**config.mk**
```make
export PLATFORM = sky130hd
export DESIGN_NAME = vga_timing_gen
export DESIGN_NICKNAME = d
export VERILOG_FILES = /design/src/rtl/vga_pkg.sv /design/src/rtl/vga_timing_gen_clk_en_div.sv /design/src/rtl/vga_timing_gen.sv
export SDC_FILE = /design/constraint.sdc
export NUM_CORES = 1
export LEC_CHECK = 0
export ABC_CLOCK_PERIOD_IN_PS = 3850
export CAP_MARGIN = 20
export CORE_MARGIN = 8
export CORE_UTILIZATION = 66
export DETAILED_ROUTE_END_ITERATION = 10
export DONT_BUFFER_PORTS = 1
export GPL_TIMING_DRIVEN = 0
export PLACE_DENSITY = 0.83
export SLEW_MARGIN = 10
export SYNTH_ARGS = -nofsm -noshare
export SYNTH_HDL_FRONTEND = slang
export SYNTH_SLANG_ARGS = --single-unit
```
**constraint.sdc**
```tcl
create_clock -name Clk -period 3.85 [get_ports Clk]
set_input_delay 0.1925 -clock Clk [delete_from_list [all_inputs] [get_ports Clk]]
set_output_delay 0.1925 -clock Clk [all_outputs]
set_load 0.1 [all_outputs]
```
**src/rtl/vga_pkg.sv**
```systemverilog
// Default 640x480@60 raster timing and the coordinate/colour types shared by the VGA timing generator.
package vga_pkg;

  localparam int DEF_H_VISIBLE = 640;
  localparam int DEF_H_FRONT   = 16;
  localparam int DEF_H_SYNC    = 96;
  localparam int DEF_H_BACK    = 48;
  localparam int DEF_V_VISIBLE = 480;
  localparam int DEF_V_FRONT   = 10;
  localparam int DEF_V_SYNC    = 2;
  localparam int DEF_V_BACK    = 33;

  localparam int DEF_H_TOTAL = DEF_H_VISIBLE + DEF_H_FRONT + DEF_H_SYNC + DEF_H_BACK;
  localparam int DEF_V_TOTAL = DEF_V_VISIBLE + DEF_V_FRONT + DEF_V_SYNC + DEF_V_BACK;

  typedef logic [9:0] coord_t;

  typedef struct packed {
    logic [7:0] r;
    logic [7:0] g;
    logic [7:0] b;
  } rgb_t;

endpackage

```
**src/rtl/vga_timing_gen_clk_en_div.sv**
```systemverilog
// Pixel clock-enable divider: pixel_ce is high for one Clk in every CLK_DIV, the first after CLK_DIV-1 edges.
// No handshake; with CLK_DIV=1 the enable is held high whenever reset is released.
module clk_en_div #(
  parameter int CLK_DIV = 2
) (
  input  logic Clk,
  input  logic Reset_n,
  output logic pixel_ce
);

  localparam int            DW   = (CLK_DIV > 1) ? $clog2(CLK_DIV) : 1;
  localparam logic [DW-1:0] LAST = DW'(CLK_DIV - 1);

  logic [DW-1:0] div_q;

  always_ff @(posedge Clk or negedge Reset_n) begin
    if (!Reset_n) begin
      div_q <= '0;
    end else if (div_q == LAST) begin
      div_q <= '0;
    end else begin
      div_q <= div_q + 1'b1;
    end
  end

  // A divide-by-one counter never leaves LAST, so reset must mask the enable explicitly.
  assign pixel_ce = (div_q == LAST) && ((CLK_DIV > 1) || Reset_n);

endmodule

```
**src/rtl/vga_timing_gen.sv**
```systemverilog
// VGA raster timing: DrawX/DrawY counters, sync/blank decode and registered RGB to the DAC.
// hs/vs/blank/VGA_* trail the counters by PIPE_LAT pixel ticks; no backpressure, inputs sampled on pixel_ce.
module vga_timing_gen
  import vga_pkg::*;
#(
  parameter int H_VISIBLE = DEF_H_VISIBLE,
  parameter int H_FRONT   = DEF_H_FRONT,
  parameter int H_SYNC    = DEF_H_SYNC,
  parameter int H_BACK    = DEF_H_BACK,
  parameter int V_VISIBLE = DEF_V_VISIBLE,
  parameter int V_FRONT   = DEF_V_FRONT,
  parameter int V_SYNC    = DEF_V_SYNC,
  parameter int V_BACK    = DEF_V_BACK,
  parameter int CLK_DIV   = 2,
  parameter int PIPE_LAT  = 1
) (
  input  logic       Clk,
  input  logic       Reset_n,
  input  logic [7:0] Red_in,
  input  logic [7:0] Green_in,
  input  logic [7:0] Blue_in,
  output coord_t     DrawX,
  output coord_t     DrawY,
  output logic       pixel_ce,
  output logic       vblank_start,
  output logic       hs,
  output logic       vs,
  output logic       blank,
  output logic       sync,
  output logic [7:0] VGA_R,
  output logic [7:0] VGA_G,
  output logic [7:0] VGA_B
);

  localparam int H_TOTAL = H_VISIBLE + H_FRONT + H_SYNC + H_BACK;
  localparam int V_TOTAL = V_VISIBLE + V_FRONT + V_SYNC + V_BACK;

  generate
    if (H_TOTAL > 1024 || V_TOTAL > 1024) begin : g_bad_total
      $error("vga_timing_gen: H_TOTAL/V_TOTAL exceed the 10-bit counters");
    end
    if (CLK_DIV < 1 || CLK_DIV > 8) begin : g_bad_div
      $error("vga_timing_gen: CLK_DIV must be 1..8");
    end
    if (PIPE_LAT < 1 || PIPE_LAT > 4) begin : g_bad_lat
      $error("vga_timing_gen: PIPE_LAT must be 1..4");
    end
  endgenerate

  localparam coord_t X_LAST     = coord_t'(H_TOTAL - 1);
  localparam coord_t Y_LAST     = coord_t'(V_TOTAL - 1);
  localparam coord_t Y_VIS_LAST = coord_t'(V_VISIBLE - 1);

  // Decode limits are one bit wider so an end bound of exactly 1024 stays representable.
  localparam logic [10:0] H_VIS    = 11'(H_VISIBLE);
  localparam logic [10:0] V_VIS    = 11'(V_VISIBLE);
  localparam logic [10:0] HS_START = 11'(H_VISIBLE + H_FRONT);
  localparam logic [10:0] HS_END   = 11'(H_VISIBLE + H_FRONT + H_SYNC);
  localparam logic [10:0] VS_START = 11'(V_VISIBLE + V_FRONT);
  localparam logic [10:0] VS_END   = 11'(V_VISIBLE + V_FRONT + V_SYNC);

  logic        hs_raw, vs_raw, vis_raw;
  logic [10:0] x_ext, y_ext;
  rgb_t        rgb_in;

  logic [PIPE_LAT-1:0] hs_pipe, vs_pipe, vis_pipe;
  rgb_t                rgb_pipe [PIPE_LAT];

  clk_en_div #(.CLK_DIV(CLK_DIV)) u_div (
    .Clk      (Clk),
    .Reset_n  (Reset_n),
    .pixel_ce (pixel_ce)
  );

  always_ff @(posedge Clk or negedge Reset_n) begin
    if (!Reset_n) begin
      DrawX <= '0;
      DrawY <= '0;
    end else if (pixel_ce) begin
      if (DrawX == X_LAST) begin
        DrawX <= '0;
        DrawY <= (DrawY == Y_LAST) ? '0 : DrawY + 1'b1;
      end else begin
        DrawX <= DrawX + 1'b1;
      end
    end
  end

  assign x_ext   = {1'b0, DrawX};
  assign y_ext   = {1'b0, DrawY};
  assign hs_raw  = !((x_ext >= HS_START) && (x_ext < HS_END));
  assign vs_raw  = !((y_ext >= VS_START) && (y_ext < VS_END));
  assign vis_raw = (x_ext < H_VIS) && (y_ext < V_VIS);
  assign rgb_in  = {Red_in, Green_in, Blue_in};

  // Fires on the last tick of the last visible line, i.e. as the raster enters vertical blanking.
  assign vblank_start = pixel_ce && (DrawX == X_LAST) && (DrawY == Y_VIS_LAST);

  always_ff @(posedge Clk or negedge Reset_n) begin
    if (!Reset_n) begin
      hs_pipe  <= '1;
      vs_pipe  <= '1;
      vis_pipe <= '0;
      for (int i = 0; i < PIPE_LAT; i++) begin
        rgb_pipe[i] <= '0;
      end
    end else if (pixel_ce) begin
      hs_pipe[0]  <= hs_raw;
      vs_pipe[0]  <= vs_raw;
      vis_pipe[0] <= vis_raw;
      rgb_pipe[0] <= vis_raw ? rgb_in : '0;
      for (int i = 1; i < PIPE_LAT; i++) begin
        hs_pipe[i]  <= hs_pipe[i-1];
        vs_pipe[i]  <= vs_pipe[i-1];
        vis_pipe[i] <= vis_pipe[i-1];
        rgb_pipe[i] <= rgb_pipe[i-1];
      end
    end
  end

  assign hs    = hs_pipe[PIPE_LAT-1];
  assign vs    = vs_pipe[PIPE_LAT-1];
  assign blank = vis_pipe[PIPE_LAT-1];
  assign sync  = 1'b0;
  assign VGA_R = rgb_pipe[PIPE_LAT-1].r;
  assign VGA_G = rgb_pipe[PIPE_LAT-1].g;
  assign VGA_B = rgb_pipe[PIPE_LAT-1].b;

endmodule

```
; Word-level counts from Yosys, hierarchy flattened
; Cells that the tools add are included.
[word_totals]
register_bits = 48
out_inout_bits = 50
[op_classes]
n_reduce_logical = 8
order_cmp = 6
add_sub_neg = 3
n_eq_ne = 3
n_mux = 4
[op_table]
columns = operator, count
row1 = 24-bit two-way mux, 1
row2 = "10-bit by 1-bit adder with 10-bit output, second input constant", 2
row3 = "10-bit == test, second input constant", 2
row4 = "10-bit less-than comparator, second input constant", 2
row5 = "10-bit by 9-bit less-than comparator with 1-bit output, second input constant", 2
row6 = 10-bit two-way mux, 2
row7 = "10-bit by 9-bit == test with 1-bit output, second input constant", 1
row8 = "10-bit greater-or-equal comparator, second input constant", 1
row9 = "10-bit by 9-bit greater-or-equal comparator with 1-bit output, second input constant", 1
row10 = 1-bit logical AND, 5
row11 = 1-bit zero test, 2
row12 = 2-bit AND reduction, 1
row13 = "1-bit adder, second input constant", 1
row14 = 1-bit two-way mux, 1

; Longest topological paths before layout
; Gate-level depths: netlist of run 1.
[depth]
depth_word = 3
depth_mapped = 6
mapped_depth_nobuf = 6

; By module
; A second synthesis of run 1 with hierarchy kept.
[hier_totals]
hier_cells = 186
hier_area_um2 = 2139.6
[by_module_without_submodules]
columns = mod, cells_each, instances, seq_area_each_um2, area_per_inst_um2
row1 = vga_timing_gen, 184, 1, 1178.6, 2110.8
row2 = clk_en_div, 2, 1, 25.0, 28.8

; Worst setup path before layout of run 1
; OpenSTA, ideal clock, no wires.
[synth_path]
path_kind = register -> output
start = register DrawX[4]
end = output vblank_start
required_time_ps = 3658
setup_slack_ps = -843
arrival_time_ps = 4500
stages_incl_launch_ff = 4
cell_sequence = dfrtp_1 -> and4b_4 -> nand3_1 -> nor4_1
[synth_between]
elab_chain_cells = 3
[synth_rtl]
columns = item, line_no
row1 = start: declaration, vga_timing_gen.sv:22  ; output coord_t DrawX,
row2 = start signal: assignment, vga_timing_gen.sv:84  ; DrawX <= DrawX + 1'b1;
row3 = 10-bit == test, vga_timing_gen.sv:97  ; assign vblank_start = pixel_ce && (DrawX == X_LAST) && (DrawY == Y_VIS_LAST);
row4 = 1-bit logical AND (2 in a row), vga_timing_gen.sv:97
row5 = end: declaration, vga_timing_gen.sv:25  ; output logic vblank_start,
; No other way between the ends.

; Worst setup path after layout of run 1
; Same ends and word-level chain as after synthesis.

==> results of run 1 <==
[cell type report]
type | count | share of cell area, %
Clock inverter | 2 | 1.33
Timing Repair Buffer | 29 | 13.1
Tap cell | 44 | 2.09
Buffer | 9 | 1.57
Inverter | 11 | 1.57
Multi-Input combinational cell | 122 | 33.0
Clock buffer | 6 | 1.57
Sequential cell | 48 | 45.7
[state kept, by name, summed over array words and instances (netlist names)]
signal,cells
VGA_R,8
VGA_B,8
blank,1
DrawY,10
u_div.pixel_ce,1
hs,1
VGA_G,8
vs,1
DrawX,10
[per-layer routing]
metal | GRT usage, % | vias to the layer above | part of all wire (%)
met5 | 0 | - | 0
met4 | 8.67 | 0 | 1.7
met3 | 10.9 | 9 | 12
met2 | 36.8 | 93 | 49
met1 | 28.1 | 856 | 37
li1 | - | 767 | -
[report_power, final]
group / switching [W] / internal [W] / leakage [nW]
logic: 0.0000234 / 0.0000295 / 0.551
registers: 0.000109 / 0.000515 / 0.588
clock network: 0.000167 / 0.000136 / 0.0422
total: 0.000299 / 0.000680 / 1.18
[synthesized netlist by cell type, types with 3 or more instances]
library cell / instances
a21oi_1: 5
a22o_1: 25
and3_1: 3
buf_2: 3
clkbuf_1: 5
dfrtp_1: 46
ha_1: 5
inv_1: 11
nand2_1: 5
nand3_1: 13
nand4_1: 6
nor2_1: 8
nor3_1: 8
o21ai_0: 12
or4_1: 3
xnor2_1: 4
xor2_1: 5
[worst register-to-register path, delay by kind of cell, from the launching register on]
family	cells	cell delay, ns
buf+inv	1	0.25
flops	1	1.11
compound gates	1	0.08
fa+ha+maj	1	0.27
simple gates	3	0.93
[worst max path at each step]
| stage | start | end | cells after the start |
|---|---|---|---|
| detailed placement | DrawY[0]$_DFFE_PN0P_ | DrawY[3]$_DFFE_PN0P_ | 6 |
| floorplan | DrawX[4]$_DFFE_PN0P_ | vblank_start | 3 |
| global placement | DrawX[4]$_DFFE_PN0P_ | vblank_start | 3 |
| finish | DrawX[4]$_DFFE_PN0P_ | vblank_start | 4 |
| CTS | DrawX[4]$_DFFE_PN0P_ | vblank_start | 4 |
| global route | DrawX[4]$_DFFE_PN0P_ | vblank_start | 4 |
[kinds of logic (layout without fill, tap and decap cells)]
| group | Yosys count | in the layout | share of synthesized area (%) |
|---|---|---|---|
| AO/OA/AOI/OAI | 46 | 46 | 15.7 |
| other | 1 | 1 | 0.175 |
| XOR/XNOR | 9 | 9 | 3.68 |
| flip-flops | 48 | 48 | 56.2 |
| buffers and inverters | 20 | 57 | 3.86 |
| AND/OR/NAND/NOR | 60 | 60 | 17.0 |
| multiplexers | 1 | 1 | 0.468 |
| adder cells (fa/ha/maj) | 5 | 5 | 2.92 |
[timing repair]
item | 4_1_cts | 5_1_grt
hold endpoints to repair | 72 | 0
endpoints found under the setup margin | 0 | 0
hold buffers | 26 | 0
[per-stage QoR]
stage	total power [W]	area, um2	utilization (%)	hold slack (ns)	setup WS (ns)
floorplan	0.000644	2150	-	-0.103	0.303
global placement	0.000649	2200	71.5	-0.102	0.103
detailed placement	0.000649	2240	72.7	-0.102	1.21
CTS	0.000968	2590	84.2	0.311	0.856
global route	0.00101	2630	85.5	0.323	0.773
finish	0.000979	2630	85.5	0.300	0.861
==> results.md, run 1 <==
* Synth top area share at ~54%
* Max-cap violations at 0
* ANT nets after route at 0
* Largest net degree at the start of global routing at a little under 50
* Ys flop type: dfrtp_1
* Placed cell count at ~240
* Reg2Reg Setup Slack at around 1.2 ns
* Fin crit share at roughly 78%
* Clock Skew at 0.0144 ns
* Area of the multi-input gates at about 870 um2
* Fill cells at between 150 and 200
* Post-synth EDFFs at 0
* Fin cells at roughly 270
* Post-CTS Setup Inserts at 0
* Post-synthesis sequential area ratio at a little under three fifths
* Reg2reg end: DrawY[3]$_DFFE_PN0P_
* First-pass GRT wire length at roughly 9600 um
* Slowest Stage Delay on Critical Path at ~1.1 ns
* Nets at 257
* CP Launch Type: flip-flop
* Cts repair resizes at 0
* Req. time, crit path at approximately 3.7 ns
* Core Region at between 3000 and 4000 um2
* GRT Total Usage at 23.7%
* Ant diodes at 0
* Crit path cell chain: and4b_4 -> nand3_1 -> nor4_4 -> buf_16
* WP data arrival at ~2.8 ns
* Async SR Flop Fraction at 100%
* Gr ovfl total at 0
* FF-to-FF Start: DrawY[0]$_DFFE_PN0P_
* Largest delay contributor family on the critical path: simple AND/OR/NAND/NOR gates
* Commonest non-fill, non-tap cell in the layout: dfrtp_1
* Mapped Cells at 190
* Total CTS buffers at 5
* Max Clk Rate at 0.335 GHz
* Drt drc at 0
* Final hold violations at 0
* DR iter-0 viols at 108
* Setup_tns at 0 ns
* DIE AREA at 5320 um2
* Initial antenna violation count at 0
* Initial core utilization at a little over two thirds
* Critical path class: flip-flop to output port
* Placer congestion estimate at approximately 0.88
* CP max stage cell: dfrtp_1
* Fin. max-slew vios at 0
* Die Y at approximately 73 um
* Share of cells above drive strength 1 at under 10%
* Crit. End Element: output port
* DRT Pass-1 Iters at 4
* Reg area at approximately 1200 um2
* CP bufs+invs at 1
* Register bit total from synthesis at between 40 and 50
* Fin crit period at around 3.0 ns
* I/O pin count at 76
* Hold WC Path Type: input pin to async pin
* Ys Warns at 0
* Num Clock Sinks at 48
* DR vias at 1725
* CTS clk-pin slew, worst paths at ~0.15 ns
* Worst slew pin tran at 1.13 ns
* Mean post-synth cell area at ~11 um2
* Max Buffers Root-to-Sink at 2
* HPWL Detailed at 3490 um
* R2R depth at 6
* Final WL at around 5900 um
* Worst-path fanout max at 8
* Post-synth top area cell: dfrtp_1
* Commonest non-fill, non-tap cells in the layout: dfrtp_1, a22o_1, dlygate4sd3_1
* Die W at between 70 and 80 um
* DR WL/cell at about 22 um
* Clock root buffer: clkbuf_4
* Largest cells by area after synthesis: dfrtp_1, a22o_1, nand3_1, ha_1, o21ai_0
* Status: complete, no violations
* Layout area overhead at 22.9%
* Number of global-route vias before repair at 1793
* Clk_lat worst skew at ~0.38 ns
* Final setup fails at 0
* Worst IR drop on VDD at 0.296 mV
* Drt via density at between 6 and 7
* Syn_nets at approximately 220
* Unrepaired setup endpoints after global routing: no
* Cell variety after synth at 35
* CTS tree: yes
* H-tree depth at 2
* Post-synthesis instance area at ~2100 um2
* Power density over the cells at about 370 nW/um2
* Slew HR at roughly a quarter
* Site Rows at 20
* Leak at 1.18 nW
* Port bufs at 0
Note: power is estimated with default switching activity, not from simulation.
==> inputs of run 2 (changes only) <==
- ABC_CLOCK_PERIOD_IN_PS: 3850 -> 2500
- CORE_UTILIZATION: 66 -> 56
- PLACE_DENSITY: 0.83 -> 0.75
- clock period: 3.85 -> 2.5 ns (I/O delays scaled with it)
==> run 2 against run 1 <==
Count of clock-buffer cells in the layout is the same. Combinational power increased by 50%. Routed wire length decreased by 6.4%. First-iteration DRC count shrank 3.7%. Critical path type unchanged. Critical endpoint unchanged.
==> results.md, run 2 (synthesis gave the netlist of run 1 again) <==
* Worst Setup Slack, final at 0.145 ns (was 0.861 ns)
* Drt drc at 0 (unchanged)
* Die Y at 77.8 um (was 73.0 um)
* Total CTS buffers at 5 (unchanged)
* Post-Layout Inst Area at 2680 um2 (was 2630 um2)
* Worst-path fanout max at 8 (unchanged)
* Fin. max-slew vios at 0 (unchanged)
* Initial core utilization at 58.5% (was 69.6%)
* Nets at 255 (was 257)
* Final hold violations at 0 (unchanged)
* Num Clock Sinks at 48 (unchanged)
* Drt via density at 6.00 (was 6.37)
* Share of cells above drive strength 1 at 16.9% (was 9.69%)
* Gr ovfl total at 0 (unchanged)
* Fin crit share at between 90% and 100%
* R2R depth at 4 (was 6)
* Clock root buffer: clkbuf_8 (was clkbuf_4)
* Worst slew pin tran at 1.06 ns (was 1.13 ns)
* Crit. End Element: output port (unchanged)
* Area after DPL at 2270 um2 (was 2240 um2)
* Unrepaired setup endpoints after global routing: no (unchanged)
* Met2 wire length at 2850 um (was 2860 um)
* CP Launch Type: flip-flop (unchanged)
* Max Buffers Root-to-Sink at 2 (unchanged)
* I/O pin count at 76 (unchanged)
* Clock Skew at 0.00497 ns (was 0.0144 ns)
* WP data arrival at 2.23 ns (was 2.80 ns)
* Fill cells at 262 (was 155)
* Status: complete, no violations (unchanged)
* Clk_lat worst skew at 0.30 ns (was 0.38 ns)
* Biggest regs: DrawX x10, DrawY x10 (unchanged)
* Critical path class: flip-flop to output port (unchanged)
* Req. time, crit path at 2.38 ns (was 3.66 ns)
* Site Rows at 22 (was 20)
* DR WL/cell at 20.1 um (was 21.6 um)
* Largest net degree at the start of global routing at 49 (unchanged)
* HPWL Detailed at 3770 um (was 3490 um)
* Placer congestion estimate at 0.871 (was 0.881)
* Number of global-route vias before repair at 1703 (was 1793)
* FF-to-FF Start: DrawY[9]$_DFFE_PN0P_ (was DrawY[0]$_DFFE_PN0P_)
* Ant diodes at 0 (unchanged)
* GRT Total Usage at 18.4% (was 23.7%)
* Slew HR at 29.3% (was 24.5%)
* Layout area overhead at 25.0% (was 22.9%)
* Die W at 77.8 um (was 73.0 um)
* Final WL at 5480 um (was 5860 um)
* Reg2reg end: DrawY[9]$_DFFE_PN0P_ (was DrawY[3]$_DFFE_PN0P_)
* DR iter-0 viols at 104 (was 108)
* Reg2Reg Setup Slack at 0.20 ns (was 1.16 ns)
* First-pass GRT wire length at 8960 um (was 9570 um)
* CTS tree: yes (unchanged)
* DIE AREA at 6060 um2 (was 5320 um2)
* Fin Hold WS at 0.355 ns (was 0.300 ns)
* Commonest non-fill, non-tap cells in the layout: dfrtp_1, a22o_1, dlygate4sd3_1 (unchanged)
* DRT Pass-1 Iters at 4 (unchanged)
* DR vias at 1639 (was 1725)
* Max-cap violations at 0 (unchanged)
* Core Region at 3660 um2 (was 3080 um2)
* Post-place setup slack at 0.258 ns (was 1.21 ns)
* Initial antenna violation count at 0 (unchanged)
* Uppermost layer routed: met4 (unchanged)
* WL met3 at 472 um (was 709 um)
* Fin crit period at roughly 2.4 ns
* Hold WC Path Type: input pin to async pin (unchanged)
* Leak at 1.16 nW (was 1.18 nW)
* ANT nets after route at 0 (unchanged)
* CTS clk-pin slew, worst paths at 0.09 ns (was 0.15 ns)
* Power density over the cells at 632 nW/um2 (was 372 nW/um2)
* Port bufs at 0 (unchanged)
* Commonest non-fill, non-tap cell in the layout: dfrtp_1 (unchanged)
* H-tree depth at 2 (unchanged)
* Worst IR drop on VDD at 0.433 mV (was 0.296 mV)
* Met1 wire length at 2100 um (was 2180 um)
* Final setup fails at 0 (unchanged)
* Max Clk Rate at approximately 0.42 GHz
==> run 2: routing by layer <==
layer / global-route usage (%) / up-vias
met2: 31.3 / 64
met1: 20.4 / 804
met5: 0 / -
met3: 7.03 / 7
li1: - / 764
met4: 6.60 / 0
==> run 2: how the worst max path moves through the flow <==
stage	from	to	slack, ns	depth (start not counted)
floorplan	DrawY[4]$_DFFE_PN0P_	vblank_start	0.004	2
global placement	DrawY[4]$_DFFE_PN0P_	vblank_start	-0.09	2
detailed placement	DrawY[9]$_DFFE_PN0P_	DrawY[9]$_DFFE_PN0P_	0.26	4
CTS	DrawY[4]$_DFFE_PN0P_	vblank_start	0.12	3
global route	DrawX[0]$_DFFE_PN0P_	vblank_start	0.05	4
finish	DrawY[4]$_DFFE_PN0P_	vblank_start	0.14	3
==> run 2: timing repair <==
item | 4_1_cts | 5_1_grt
hold endpoints to repair | 72 | 0
setup buffers | 0 | 0
resized for setup | 0 | 0
endpoints found under the setup margin | 0 | 0
hold buffers | 26 | 0
==> run 2: report_power, final <==
group / internal, W / total (W) / switching [W]
logic: 0.0000452 / 0.0000792 / 0.0000340
clock network: 0.000400 / 0.000653 / 0.000254
registers: 0.000792 / 0.000958 / 0.000166
==> run 2: stage by stage <==
stage          cells  setup TNS (ns)  utilization (%)  power (W)
2_1_floorplan    190               0                -   0.000992
3_3_place_gp     238         -0.0865             61.1   0.000999
3_5_place_dp     239               0             61.9    0.00100
4_1_cts          273               0             73.1    0.00170
5_1_grt          273               0             73.1    0.00174
6_report         273               0             73.1    0.00169
==> run 2: final cells by class <==
type	count	area [um2]	share of cell area, %
clock inverter	2	60.1	2.24
sequential	48	1230	45.8
tap	48	60.1	2.24
buffer	9	41.3	1.54
multi-input combinational	122	870	32.5
clock buffer	6	72.6	2.71
timing repair buffer	27	305	11.4
inverter	11	41.3	1.54
==> run 2: critical path: stages (launching register included) <==
cell and delay (ns):
dfrtp_1 1.05, nand3_1 0.25, nor4_4 0.41, buf_16 0.21
